`config.mk`:
```
export PLATFORM = sky130hd
export DESIGN_NAME = rip_branch_resolver
export DESIGN_NICKNAME = d
export VERILOG_FILES = /design/src/rtl/rip_branch_predictor_const.sv /design/src/rtl/rip_bp_track_fifo.sv /design/src/rtl/rip_branch_resolver.sv
export SDC_FILE = /design/constraint.sdc
export NUM_CORES = 1
export LEC_CHECK = 0
export CAP_MARGIN = 20
export CORE_MARGIN = 2
export CORE_UTILIZATION = 40
export DETAILED_ROUTE_END_ITERATION = 10
export PLACE_DENSITY = 0.62
export SETUP_SLACK_MARGIN = 0.02
export SLEW_MARGIN = 20
export SYNTH_ARGS = -nofsm -noshare
export SYNTH_HDL_FRONTEND = slang
export SYNTH_SLANG_ARGS = --single-unit
```
`constraint.sdc`:
```
create_clock -name clk -period 5.7 [get_ports clk]
set_input_delay 0.57 -clock clk [delete_from_list [all_inputs] [get_ports clk]]
set_output_delay 0.57 -clock clk [all_outputs]
set_load 0.02 [all_outputs]
```
`src/rtl/rip_branch_predictor_const.sv`:
```
// Shared branch-predictor types: table index, 2-bit weight, and the in-flight tracking entry.
package rip_branch_predictor_const;

   localparam int unsigned BP_INDEX_W     = 8;
   localparam int unsigned BP_TRACK_DEPTH = 4;

   typedef logic [BP_INDEX_W-1:0] bp_index_t;

   typedef enum logic [1:0] {
      STRONGLY_NOT_TAKEN = 2'b00,
      WEAKLY_NOT_TAKEN   = 2'b01,
      WEAKLY_TAKEN       = 2'b10,
      STRONGLY_TAKEN     = 2'b11
   } bp_weight_t;

   typedef struct packed {
      bp_index_t   index;
      bp_weight_t  weight;
      logic        pred;
      logic [31:0] next_pc;
   } bp_track_entry_t;

endpackage

```
`src/rtl/rip_bp_track_fifo.sv`:
```
// In-order storage for predicted branches awaiting resolution, with a one-cycle flush
// that discards every entry (and any same-cycle push) on a mispredict.
module rip_bp_track_fifo
   import rip_branch_predictor_const::*;
#(
   parameter int unsigned DEPTH = BP_TRACK_DEPTH
) (
   input  logic            clk,
   input  logic            rst,
   input  logic            push,
   input  bp_track_entry_t push_data,
   input  logic            pop,
   input  logic            flush,
   output bp_track_entry_t head,
   output logic            empty,
   output logic            ready
);

   localparam int unsigned PTR_W = $clog2(DEPTH);
   localparam int unsigned CNT_W = PTR_W + 1;

   bp_track_entry_t  mem_q [DEPTH];
   logic [PTR_W-1:0] rd_ptr_q, rd_ptr_d;
   logic [PTR_W-1:0] wr_ptr_q, wr_ptr_d;
   logic [CNT_W-1:0] count_q, count_d;
   logic             ready_q, ready_d;
   logic             push_eff;

   // A flush wins over a push in the same cycle: that entry is wrong-path.
   assign push_eff = push & ~flush;

   always_comb begin
      rd_ptr_d = rd_ptr_q;
      wr_ptr_d = wr_ptr_q;
      count_d  = count_q;
      if (flush) begin
         rd_ptr_d = wr_ptr_q;
         count_d  = '0;
      end else begin
         if (push_eff) wr_ptr_d = wr_ptr_q + PTR_W'(1);
         if (pop)      rd_ptr_d = rd_ptr_q + PTR_W'(1);
         count_d = count_q + CNT_W'(push_eff) - CNT_W'(pop);
      end
      ready_d = (count_d != CNT_W'(DEPTH));
   end

   always_ff @(posedge clk) begin
      if (rst) begin
         rd_ptr_q <= '0;
         wr_ptr_q <= '0;
         count_q  <= '0;
         ready_q  <= 1'b1;
      end else begin
         rd_ptr_q <= rd_ptr_d;
         wr_ptr_q <= wr_ptr_d;
         count_q  <= count_d;
         ready_q  <= ready_d;
      end
   end

   // Payload storage needs no reset; occupancy is tracked by count_q.
   always_ff @(posedge clk) begin
      if (push_eff) mem_q[wr_ptr_q] <= push_data;
   end

   assign head  = mem_q[rd_ptr_q];
   assign empty = (count_q == '0);
   assign ready = ready_q;

endmodule

```
`src/rtl/rip_branch_resolver.sv`:
```
// Branch resolver: checks execute outcomes against the oldest in-flight prediction,
// drives the predictor update port and redirects fetch on a mispredict.
// Optional macro BP_STATS_EN adds saturating resolve/mispredict counters.
module rip_branch_resolver
   import rip_branch_predictor_const::*;
#(
   parameter int unsigned DEPTH = BP_TRACK_DEPTH
) (
   input  logic        clk,
   input  logic        rst,
   input  logic        enq_valid,
   output logic        enq_ready,
   input  bp_index_t   enq_index,
   input  bp_weight_t  enq_weight,
   input  logic        enq_pred,
   input  logic [31:0] enq_next_pc,
   input  logic        stall,
   input  logic        resolve_valid,
   input  logic        resolve_taken,
   input  logic [31:0] resolve_next_pc,
   output logic        update,
   output bp_index_t   update_index,
   output bp_weight_t  update_weight,
   output logic        actual,
   output logic        mispredict,
   output logic [31:0] redirect_pc,
   output logic        resolve_err
`ifdef BP_STATS_EN
   ,
   output logic [31:0] stat_branches,
   output logic [31:0] stat_mispredicts
`endif
);

   bp_track_entry_t enq_entry;
   bp_track_entry_t head;
   logic            empty;
   logic            fifo_ready;
   logic            accept;
   logic            mis_c;

   logic        update_q, update_d;
   bp_index_t   index_q, index_d;
   bp_weight_t  weight_q, weight_d;
   logic        actual_q, actual_d;
   logic        mispredict_q, mispredict_d;
   logic [31:0] redirect_q, redirect_d;
   logic        err_q, err_d;

   assign enq_entry = '{index: enq_index, weight: enq_weight, pred: enq_pred,
                        next_pc: enq_next_pc};

   assign accept = resolve_valid & ~stall & ~empty;
   // The direction term is redundant with the next-PC compare but keeps the check self-contained.
   assign mis_c  = (resolve_next_pc != head.next_pc) || (resolve_taken != head.pred);

   rip_bp_track_fifo #(.DEPTH(DEPTH)) u_fifo (
      .clk       (clk),
      .rst       (rst),
      .push      (enq_valid & fifo_ready),
      .push_data (enq_entry),
      .pop       (accept & ~mis_c),
      .flush     (accept & mis_c),
      .head      (head),
      .empty     (empty),
      .ready     (fifo_ready)
   );

   always_comb begin
      update_d     = accept;
      index_d      = index_q;
      weight_d     = weight_q;
      actual_d     = actual_q;
      mispredict_d = 1'b0;
      redirect_d   = redirect_q;
      err_d        = err_q | (resolve_valid & ~stall & empty);
      if (accept) begin
         index_d      = head.index;
         weight_d     = head.weight;
         actual_d     = resolve_taken;
         mispredict_d = mis_c;
         redirect_d   = resolve_next_pc;
      end
   end

   always_ff @(posedge clk) begin
      if (rst) begin
         update_q     <= 1'b0;
         index_q      <= '0;
         weight_q     <= bp_weight_t'(2'b00);
         actual_q     <= 1'b0;
         mispredict_q <= 1'b0;
         redirect_q   <= '0;
         err_q        <= 1'b0;
      end else begin
         update_q     <= update_d;
         index_q      <= index_d;
         weight_q     <= weight_d;
         actual_q     <= actual_d;
         mispredict_q <= mispredict_d;
         redirect_q   <= redirect_d;
         err_q        <= err_d;
      end
   end

   assign enq_ready     = fifo_ready;
   assign update        = update_q;
   assign update_index  = index_q;
   assign update_weight = weight_q;
   assign actual        = actual_q;
   assign mispredict    = mispredict_q;
   assign redirect_pc   = redirect_q;
   assign resolve_err   = err_q;

`ifdef BP_STATS_EN
   logic [31:0] br_cnt_q, br_cnt_d;
   logic [31:0] mis_cnt_q, mis_cnt_d;

   // Saturating event counters.
   always_comb begin
      br_cnt_d  = br_cnt_q;
      mis_cnt_d = mis_cnt_q;
      if (accept && (br_cnt_q != 32'hFFFF_FFFF))
         br_cnt_d = br_cnt_q + 32'd1;
      if (accept && mis_c && (mis_cnt_q != 32'hFFFF_FFFF))
         mis_cnt_d = mis_cnt_q + 32'd1;
   end

   always_ff @(posedge clk) begin
      if (rst) begin
         br_cnt_q  <= '0;
         mis_cnt_q <= '0;
      end else begin
         br_cnt_q  <= br_cnt_d;
         mis_cnt_q <= mis_cnt_d;
      end
   end

   assign stat_branches    = br_cnt_q;
   assign stat_mispredicts = mis_cnt_q;
`endif

endmodule

```
## Word level (Yosys, flattened, before mapping)

Memory sizes are Yosys's and may differ from the RTL's. A register that Yosys moved wholly into a read port is not among the register bits.
Cells that the tools add are included.

- Add/sub/neg operators: 4
- Eq/ne operators: 3
- Muxes and demuxes: 7
- Bitwise operators: 13
- Reductions and logical operators: 5

Operator list:

| kind | number |
|---|---|
| 32-bit inequality test | 1 |
| 2-bit 2-to-1 mux | 4 |
| 1-bit AND | 7 |
| 1-bit NOT | 5 |
| 2-bit by 1-bit adder with 2-bit output, second input constant | 2 |
| 3-bit by 1-bit adder with 3-bit output | 1 |
| 3-bit zero test | 1 |
| 3-bit 2-to-1 mux | 1 |
| 3-bit inequality test, second input constant | 1 |
| 3-bit by 1-bit subtractor with 3-bit output | 1 |
| 1-bit 2-to-1 mux | 2 |
| 2-bit AND reduction | 1 |
| 2-bit nonzero test | 1 |
| 2-bit OR reduction | 1 |
| 1-bit logical OR | 1 |
| 1-bit inequality test | 1 |
| 1-bit bitwise OR | 1 |

- Register bits: 54
- Bits in writable memories: 172
- Input bits: 81
- Output and inout bits: 47
- Word-level logic and storage cells: 44
- Memories kept: 1

Memories:

| name | words | bits a word | read ports | clocked after memory_dff | wr ports | line | source |
|---|---|---|---|---|---|---|---|
| u_fifo.mem_q | 4 | 43 | 1 | 1 | 1 | rip_bp_track_fifo.sv:22 | `bp_track_entry_t mem_q [DEPTH];` |

## Depth between registers and ports, before layout

- Depth in word-level cells: 10
- Depth in mapped cells: 17
- Depth with buffers taken out: 13

## By module

Synthesis repeated with hierarchy kept, for this count alone.

- Cells, all modules: 516
- Area total of the unflattened synthesis: 8678.3 um^2

Modules (own cells, without submodules):

| module | times used | cells an instance | area an instance (um^2) | seq. area each (um^2) |
|---|---|---|---|---|
| rip_bp_track_fifo | 1 | 271 | 6737.7 | 5365.1 |
| rip_branch_resolver | 1 | 245 | 1940.6 | 920.9 |

## Least setup slack after synthesis

OpenSTA, ideal clock, no wires.

- Kind: register to register
- Start point: reg (tool-made name)
- End point: mem u_fifo.mem_q[0][0] in the netlist's numbering (enable)
- Library setup time: 405 ps
- Data arrival time: 3198 ps
- Required time: 5295 ps
- Setup slack: 2097 ps
- Cell stages (with the launch flop): 9
- Buffers on the path: 2
- Period minus slack after synthesis: 3603 ps
- Cells stage by stage: dfxtp_1 -> buf_4 -> mux4_2 -> xor2_1 -> a2111oi_0 -> and4_1 -> buf_2 -> a41o_4 -> and2_1

RTL lines:

| what | line |
|---|---|
| end: declaration | rip_bp_track_fifo.sv:22 |

==> results_dict.tcl <==
set metrics [dict create \
    status "complete, no violations" \
    clockRootBuffer "clkbuf_16" \
    setup_slack_ns 1.37 \
    antenna_found_initial 0 \
    synth-edff-count 172 \
    grt_max_degree 55 \
    nets 788 \
    fp.dieH_um 153 \
    syn_inst 572 \
    cts_setup_buffers 0 \
    ctsResizeCount 0 \
    drive_gt1_share_pct 12.6 \
    cts_tree "done" \
    tns_ns 0 \
    antennaDiodeCount 0 \
    cts.htree.levels 1 \
    crit_path_start_kind "flop" \
    drt-initial-drc-count 249 \
    hp-start "update_index[2]" \
    num_vias 5028 \
    worstMarginPinSlew_ns 0.868 \
    initial_core_util_pct 40.8 \
    whs_path_depth 2 \
    dr.pass1.iters 4 \
    grt_remaining_overflow 0 \
    ys_ff_latch 228 \
    layout_worst_path_cycle_share_pct 76.0 \
    cts_buffers 23 \
    syn-cell-area_mm2 0.00891 \
    peakVddDrop_mv 0.230 \
    drc 0 \
    crit_family "simple AND/OR/NAND/NOR gates" \
    required_ns 6.06 \
    finalHoldViolCount 0 \
    arrival_ns 4.70 \
    rsz0062_at_grt "no" \
    final_antenna_net_count 0 \
    io_pins 128 \
    cp_cell_sequence "mux4_2 > xnor2_1 > nand4_1 > nor4_1 > and4_1 > and3_1 > ha_1 > inv_1 > ha_1 > fa_1 > nor4_1 > o21ai_0" \
    slew-limit-headroom_pct 42.1 \
    fmax_mhz 231 \
    critical_path_class "flop to flop" \
    drt-total-wl_mm 18.9 \
    period_minus_slack_ns 4.33 \
    viasPerCell 5.05 \
    numPortBuffers 127 \
    fp-row-count 54 \
    finalSetupViolations 0 \
    grt_pass1_wl_mm 29.3 \
    end_kind "flop" \
    synthFlopType "edfxtp_1" \
    yosysWarnings 0 \
    dieArea_mm2 0.0235 \
    grt_pass1_vias 5278 \
    slowest_stage "dfxtp_4" \
    async_flop_share_pct 0 \
    routedWlPerCell_um 18.9 \
    skew_ns 0.00838 \
    p_leak_nw 3.55 \
    cts_sinks 228 \
    seq_area_frac_synth_pct 70.6 \
    dp_hpwl_mm 12.2 \
    crit_cells 12 \
    worstPathMaxFanout 48 \
    core-area_mm2 0.0218 \
    ff2ff_path_depth 12 \
    synthToLayoutAreaGrowth_pct 25.7 \
    clk_path_buf_depth 3 \
    postSynthNetCount 660 \
    path_clk_slew_ns 0.07 \
    avgSynthCellArea_um2 15.6 \
    maxCapViolations 0 \
    drv_slew 0 \
    grt.total_usage_pct 16.0 \
    place_ws_ns 1.23 \
    slowest_delay_ns 0.92 \
    holdBufCountCts 0 \
    gp_congestion 0.751 \
    powerDensity_mw_per_mm2 373 \
    die_w_um 153 \
    crit_buf_inv 1 \
    hp-class "flop to flop" \
    insertion_delay_ns 0.50 \
    ys_types 47 \
]
[cell families (layout without fill, tap and decap cells)]
kind of cell / count (synthesis) / in the layout / share of synthesized area [%]
xor+xnor: 32 / 32 / 3.15
flops: 228 / 228 / 70.6
compound gates: 65 / 65 / 4.61
buf+inv: 38 / 182 / 2.15
mux: 60 / 60 / 11.5
simple gates: 142 / 142 / 7.01
fa+ha+maj: 7 / 7 / 1.07
[synthesized netlist by cell type (2+ instances only)]
cell type  count  share of area (%)
nand4_1        3               0.21
xnor2_1       16                1.6
a21oi_1       45                2.5
buf_4          2               0.17
nor3b_1        3               0.25
xor2_1        16                1.6
inv_1          7               0.29
nor4_1         3               0.21
ha_1           6               0.84
mux2i_1       24                2.7
nor2_1        10               0.42
clkbuf_1      17               0.72
a211oi_1       2               0.17
and4_1         2               0.20
o32ai_1        2               0.20
mux2_2         2               0.25
mux4_2        33                8.3
buf_2          6               0.34
and3_1         2               0.14
nand2b_1       3               0.21
o21ai_0        4               0.22
edfxtp_1     172                 58
and2_1         7               0.49
nor3_1         5               0.28
buf_6          3               0.38
dfxtp_1       56                 13
nand2_1       96                4.0
nor2b_1        3               0.21
nand3_1        4               0.22
[per-layer routing]
metal,vias to the layer above,global-route usage [%],share of wire (%)
met5,-,0,0
met1,2477,20.6,42
met3,32,3.15,5.5
met2,131,27.4,50
li1,2388,-,-
met4,0,4.85,2.4
[placed cells by master (no fill, tap or decap), types with 3 or more instances in the layout]
cell               n
ha_1               6
nand2_1           96
buf_4              5
xor2_1            16
and2_2             3
clkdlybuf4s50_1  126
nor3_1             5
xnor2_1           16
mux4_2            33
clkinvlp_4         7
edfxtp_1         172
inv_1              7
nor4_1             3
nor2_1            10
nand3_1            4
mux2i_1           24
a21oi_1           45
and2_1             3
nand4_1            3
dfxtp_1           54
clkbuf_16         23
o21ai_0            4
nor3b_1            3
clkbuf_1           4
[stage by stage]
step	std cells	utilization [%]	total power [mW]	instance area, um^2	hold WS, ns
global placement	954	47.8	2.74	10400	0.444
CTS	995	51.2	4.23	11200	0.455
global route	996	51.3	4.37	11200	0.476
detailed placement	954	47.8	2.76	10400	0.447
finish	996	51.3	4.18	11200	0.455
floorplan	572	-	2.48	8910	0.480
[flip-flops by register name (all words and copies together) (netlist names), named ones only]
name,count
u_fifo.ready,1
update_index,8
mispredict,1
u_fifo.wr_ptr_q,2
update_weight,2
update,1
redirect_pc,32
actual,1
resolve_err,1
u_fifo.rd_ptr_q,2
u_fifo.count_q,3
u_fifo.mem_q,172
[layout make-up]
cell class	instances	area [um^2]
clock inverter	12	130
tap	280	350
timing repair buffer	133	1330
clock buffer	29	618
sequential	228	6290
multi-input combinational	306	2450
fill	1836	10600
inverter	8	30.0
[report_power, final]
group | switching, mW | internal, mW | total, mW
sequential | 0.0737 | 1.98 | 2.05
combinational | 0.358 | 0.300 | 0.658
clock | 0.606 | 0.863 | 1.47
[worst reg2reg max path, stage by stage, from the launching register on]
cell     delay (ns)
dfxtp_4        0.92
mux4_2         0.63
xnor2_1        0.18
nand4_1        0.12
nor4_1         0.28
and4_1         0.46
and3_1         0.22
ha_1           0.23
inv_1          0.06
ha_1           0.17
fa_1           0.44
nor4_1         0.35
o21ai_0        0.13
[final timing paths]
kind / end / slack, ns
worst max-delay path: u_fifo.ready / 1.37
worst min-delay path: update_index[2] / 0.45
worst max register to register: u_fifo.ready / 1.37
worst min register to register: update_index[2] / 0.45
No activity file was read; power rests on OpenSTA's default activity.
